===== config.mk =====
export PLATFORM = sky130hd
export DESIGN_NAME = conv_seq_ctrl
export DESIGN_NICKNAME = d
export VERILOG_FILES = /design/src/rtl/conv_seq_ctrl.sv
export SDC_FILE = /design/constraint.sdc
export NUM_CORES = 1
export LEC_CHECK = 0
export BUFFER_PORTS_ARGS = -buffer_cell sky130_fd_sc_hd__buf_2
export CORE_MARGIN = 1
export CORE_UTILIZATION = 44
export DETAILED_ROUTE_END_ITERATION = 10
export GPL_TIMING_DRIVEN = 0
export PLACE_DENSITY = 0.87
export SLEW_MARGIN = 20
export SYNTH_ARGS = -nofsm -noshare
export SYNTH_HDL_FRONTEND = slang
export SYNTH_SLANG_ARGS = --single-unit

===== constraint.sdc =====
create_clock -name i_clk -period 1.9 [get_ports i_clk]
set_clock_uncertainty 0.2 [all_clocks]
set_input_delay 0.19 -clock i_clk [delete_from_list [all_inputs] [get_ports i_clk]]
set_output_delay 0.19 -clock i_clk [all_outputs]
set_load 0.005 [all_outputs]

===== src/rtl/conv_seq_ctrl.sv =====
// rtl/conv_seq_ctrl.sv - run controller for one conv_blk layer pass
//
// Purpose: on a start request, holds conv_blk in reset for CLR_CYCLES, raises
// go, and writes every conv_blk result to the output feature-map BRAM at
// sequential addresses. After N_RES results it pulses done. If no result
// arrives for TIMEOUT cycles while running, it raises a sticky error.
//
// Ports:
//   i_clk, i_rst          clock, synchronous active-low reset
//   i_start, i_abort      run request (IDLE only), abandon current run
//   o_blk_rst, o_go       conv_blk reset (active-high) and go
//   i_en, i_conv_result   conv_blk result valid and signed data
//   o_wr_en/addr/data     output BRAM write port (1-cycle registered)
//   o_busy, o_done, o_err busy in CLR/RUN, done pulse, sticky timeout flag
//   o_count               results written this run (saturates at N_RES)
module conv_seq_ctrl #(
  parameter int KERNEL_SIZE = 3,
  parameter int FM_SIZE     = 6,
  parameter int PADDING     = 0,
  parameter int STRIDE      = 1,
  parameter int MAXPOOL     = 1,
  parameter int DATA_WIDTH  = 48,
  parameter int CLR_CYCLES  = 2,
  parameter int TIMEOUT     = 1024,
  localparam int OUT_SIZE   = ((FM_SIZE - KERNEL_SIZE + 2 * PADDING) / STRIDE) + 1,
  localparam int N_RES      = (MAXPOOL != 0) ? (OUT_SIZE / 2) * (OUT_SIZE / 2)
                                             : OUT_SIZE * OUT_SIZE,
  localparam int AW         = (N_RES > 1) ? $clog2(N_RES) : 1
) (
  input  logic                  i_clk,
  input  logic                  i_rst,
  input  logic                  i_start,
  input  logic                  i_abort,
  output logic                  o_blk_rst,
  output logic                  o_go,
  input  logic                  i_en,
  input  logic [DATA_WIDTH-1:0] i_conv_result,
  output logic                  o_wr_en,
  output logic [AW-1:0]         o_wr_addr,
  output logic [DATA_WIDTH-1:0] o_wr_data,
  output logic                  o_busy,
  output logic                  o_done,
  output logic                  o_err,
  output logic [AW:0]           o_count
);

  localparam int CW = (CLR_CYCLES > 1) ? $clog2(CLR_CYCLES + 1) : 1;
  localparam int TW = (TIMEOUT > 1) ? $clog2(TIMEOUT + 1) : 1;

  localparam logic [AW:0]   RES_LAST = (AW + 1)'(N_RES - 1);
  localparam logic [CW-1:0] CLR_LAST = CW'(CLR_CYCLES - 1);
  localparam logic [TW-1:0] TMO_LAST = TW'(TIMEOUT - 1);

  typedef enum logic [2:0] {
    S_IDLE,
    S_CLR,
    S_RUN,
    S_DONE,
    S_ERR
  } state_t;

  state_t        state;
  state_t        next_state;
  logic [CW-1:0] clr_cnt;
  logic [TW-1:0] tmo_cnt;

  // The capture that fills the map and the last silent cycle before timeout
  logic last_capture;
  logic tmo_last;

  assign last_capture = i_en && (o_count == RES_LAST);
  assign tmo_last     = !i_en && (tmo_cnt == TMO_LAST);

  always_ff @(posedge i_clk) begin
    if (!i_rst) begin
      state <= S_IDLE;
    end else begin
      state <= next_state;
    end
  end

  always_comb begin
    next_state = state;
    o_blk_rst  = 1'b1;
    o_go       = 1'b0;
    o_busy     = 1'b0;
    o_done     = 1'b0;
    case (state)
      S_IDLE: begin
        if (i_start) next_state = S_CLR;
      end
      S_CLR: begin
        o_busy = 1'b1;
        if (i_abort)                 next_state = S_IDLE;
        else if (clr_cnt == CLR_LAST) next_state = S_RUN;
      end
      S_RUN: begin
        o_blk_rst = 1'b0;
        o_go      = 1'b1;
        o_busy    = 1'b1;
        // abort outranks both completion and timeout
        if (i_abort)           next_state = S_IDLE;
        else if (last_capture) next_state = S_DONE;
        else if (tmo_last)     next_state = S_ERR;
      end
      S_DONE: begin
        o_done     = 1'b1;
        next_state = S_IDLE;
      end
      S_ERR: begin
        next_state = S_IDLE;
      end
      default: begin
        next_state = S_IDLE;
      end
    endcase
  end

  // Datapath: counters, sticky error and the registered BRAM write port
  always_ff @(posedge i_clk) begin
    if (!i_rst) begin
      clr_cnt   <= '0;
      tmo_cnt   <= '0;
      o_count   <= '0;
      o_wr_en   <= 1'b0;
      o_wr_addr <= '0;
      o_wr_data <= '0;
      o_err     <= 1'b0;
    end else begin
      o_wr_en <= 1'b0;
      case (state)
        S_IDLE: begin
          if (i_start) begin
            clr_cnt   <= '0;
            tmo_cnt   <= '0;
            o_count   <= '0;
            o_wr_addr <= '0;
            o_err     <= 1'b0;
          end
        end
        S_CLR: begin
          clr_cnt <= clr_cnt + 1'b1;
        end
        S_RUN: begin
          // a capture still lands even when aborted in the same cycle
          if (i_en) begin
            tmo_cnt   <= '0;
            o_wr_en   <= 1'b1;
            o_wr_data <= i_conv_result;
            o_wr_addr <= o_count[AW-1:0];
            o_count   <= o_count + 1'b1;
          end else begin
            tmo_cnt <= tmo_cnt + 1'b1;
          end
          if (!i_abort && tmo_last) o_err <= 1'b1;
        end
        default: begin
        end
      endcase
    end
  end

endmodule


==> flow_metrics.env <==
export IMPL_fp_dieW_um=82.84
export IMPL_hold_violations=0
export IMPL_seq_area_mm2=0.001430
export IMPL_rr_worst_depth=8
export IMPL_post_route_cells_drive_above_1_share_pct=33.27
export IMPL_finalSetupTns_ps=0
export IMPL_fin_ws_ps=24.90
export IMPL_crit_path_start="state[0]"
export IMPL_worstSetupStartpointType="register"
export IMPL_critPathKind="register to register"
export IMPL_gp_congestion=0.8671
export IMPL_synth_edf_count=0
export IMPL_drv_slew=0
export IMPL_cts_tree="done"
export IMPL_r2r_start="state[0]"
export IMPL_port_buffers=111
export IMPL_worst_ep_arrival_time_ps=1940
export IMPL_total_power_mw=3.017
export IMPL_syn_avg_cell_area_um2=8.054
export IMPL_slowest_stage="or3b_1"
export IMPL_syn_inst=357
export IMPL_worst_pin_slew_ps=656.2
export IMPL_layout_nets=596
export IMPL_finalSetupViolCount=0
export IMPL_rsz0062_at_grt="yes"
export IMPL_ir_worst_vdd_mv=0.7446
export IMPL_fp_coreArea_mm2=0.006314
export IMPL_vias=3261
export IMPL_cts_buffers=9
export IMPL_synth_ff_type="dfxtp_1"
export IMPL_path_cells="or3b_1, buf_6, inv_4, and2_4, buf_8, buf_8, nand2_1, a21oi_1"
export IMPL_synthTopCellsByArea="dfxtp_1, nand2_1, a21oi_1, buf_6, o21ai_0"
export IMPL_syn_area_mm2=0.002875
export IMPL_min_period_ps=1875
export IMPL_n_antenna_cell=0
export IMPL_yosys_warnings=0
export IMPL_relSlewSlack_pct=55.91
export IMPL_reg2reg_slack_ps=20
export IMPL_yosysUniqueCellTypes=42
export IMPL_cts_max_path_buffers=2
export IMPL_clk_latency_ps=340
export IMPL_grt_total_usage_pct=25.74
export IMPL_start_util_pct=45.54
export IMPL_seq_area_frac_synth_pct=49.43
export IMPL_layout_commonest_cell="nand2_1"
export IMPL_grt_pass1_wl_mm=14.28
export IMPL_max_stage_delay_ps=390
export IMPL_die_y_um=82.84
export IMPL_cp_endpoint="o_wr_data[36]"
export IMPL_synthArstFlopShare_pct=0
export IMPL_grt_pass1_vias=3149
export IMPL_power_density_mw_per_mm2=677.5
export IMPL_finalCritPeriodShare_pct=98.69
export IMPL_htreeDepth=3
export IMPL_die_area_mm2=0.006862
export IMPL_n_fill_cell=462
export IMPL_end_kind="register"
export IMPL_row_count=29
export IMPL_final_antenna_net_count=0
export IMPL_fmax_mhz=533.3
export IMPL_antenna_found_initial=0
export IMPL_routed_via_density=5.251
export IMPL_drt_pass1_iter_count=5
export IMPL_grt_max_degree=20
export IMPL_drc=0
export IMPL_cts_root_buffer="clkbuf_8"
export IMPL_final_cell_mix="nand2_1, buf_2, dfxtp_1, a21oi_1, dlygate4sd3_1"
export IMPL_drt_iter0_drc=237
export IMPL_grt_overflow_total=0
export IMPL_cp_max_fo=10
export IMPL_synth_seq_cells=71
export IMPL_min_path_type="primary input to register"
export IMPL_syn_num_nets=414
export IMPL_multi_input_area_mm2=0.001351
export IMPL_drv_cap=0
export IMPL_io_pins=112
export IMPL_synth_top_area_share_pct=49.43
export IMPL_cts_clk_slew_worst_paths_ps=80
export IMPL_routedWlPerCell_um=14.83
export IMPL_syn2layout_area_growth_pct=54.87
export IMPL_place_ws_ps=-157.3
export IMPL_yosysTopAreaCell="dfxtp_1"
export IMPL_crit_top_cell="buf_8"
export IMPL_p_leak_nw=1.891
export IMPL_crit_required_ps=1970
export IMPL_reg2reg_to="o_wr_data[36]"
export IMPL_place_detailed_hpwl_mm=5.274
export IMPL_status="finished clean"
export IMPL_wirelength_mm=9.211
export IMPL_clock_sinks=71
-- kinds of logic after synthesis --
logic type,after synthesis,synth area share (%)
and+or+nand+nor,165,25.63
muxes,1,0.3916
xor gates and xnor gates,1,0.3047
buffers and inverters,29,6.005
AOI/OAI and AO/OA,86,16.49
DFF,71,49.43
adders and majority gates,4,1.741
-- synthesized netlist by cell type (5+ instances only) --
| cell type | number |
|---|---|
| o21ai_0 | 12 |
| nand2b_1 | 5 |
| buf_2 | 5 |
| clkbuf_1 | 12 |
| nor2_1 | 13 |
| dfxtp_1 | 71 |
| nand2_1 | 113 |
| a21oi_1 | 59 |
| nand3_1 | 6 |
| buf_6 | 7 |
-- layout make-up --
cell class                 count  share of cell area (%)
buffer                        22                   3.990
tap                           77                   2.164
timing repair buffer         174                   26.55
multi-input combinational    257                   30.35
clock inverter                 6                   1.573
inverter                       4                  0.3934
sequential                    71                   32.12
clock buffer                  10                   2.866
-- per-layer routing --
layer / GRT usage (%) / wire [um] / part of all wire, %
met4: 12.54 / 313 / 3.4
met1: 29.50 / 3680 / 40
met5: 0 / 0 / 0
met2: 45.38 / 4710 / 51
met3: 5.368 / 507 / 5.5
-- report_power, final --
| part | switching [mW] | internal (mW) |
|---|---|---|
| sequential | 0.0118 | 1.50 |
| clock | 0.577 | 0.613 |
| combinational | 0.143 | 0.170 |
| total | 0.732 | 2.28 |
-- state kept, by name, indices dropped and copies added, names as in the netlist --
register,count
o_count,3
o_wr_en,1
clr_cnt,2
o_err,1
state,3
o_wr_addr,2
tmo_cnt,11
o_wr_data,48
-- what timing repair did --
item	CTS	global route
hold buffers	50	0
gates resized for setup	22	31
pin swaps	3	4
cloned	3	1
buffers inserted	3	6
endpoints found under the setup margin	57	60
endpoints found under the hold margin	53	0
-- critical path, delay by kind of cell (launching register included) --
kind,cells,cell delay (ps)
and+or+nand+nor,3,620
buffers and inverters,4,510
DFF,1,350
AOI/OAI and AO/OA,1,130
-- metrics by stage --
stage	utilization, %	area [um2]	instances	hold slack, ps
2_1_floorplan	-	2875	357	66.74
3_3_place_gp	55.87	3527	545	228.1
3_5_place_dp	55.87	3527	545	236.7
4_1_cts	68.49	4324	616	88.64
5_1_grt	70.53	4453	621	123.7
6_report	70.53	4453	621	99.65
-- worst min path at each step --
stage	startpoint	endpoint	slack, ps	cells past startpoint
floorplan	i_abort	state[1]	70	1
global placement	i_abort	state[1]	230	2
detailed placement	i_conv_result[41]	o_wr_data[41]	240	3
CTS	i_start	o_err	90	4
global route	i_start	o_err	120	4
finish	i_start	o_err	100	4
Note: power is estimated with default switching activity, not from simulation.
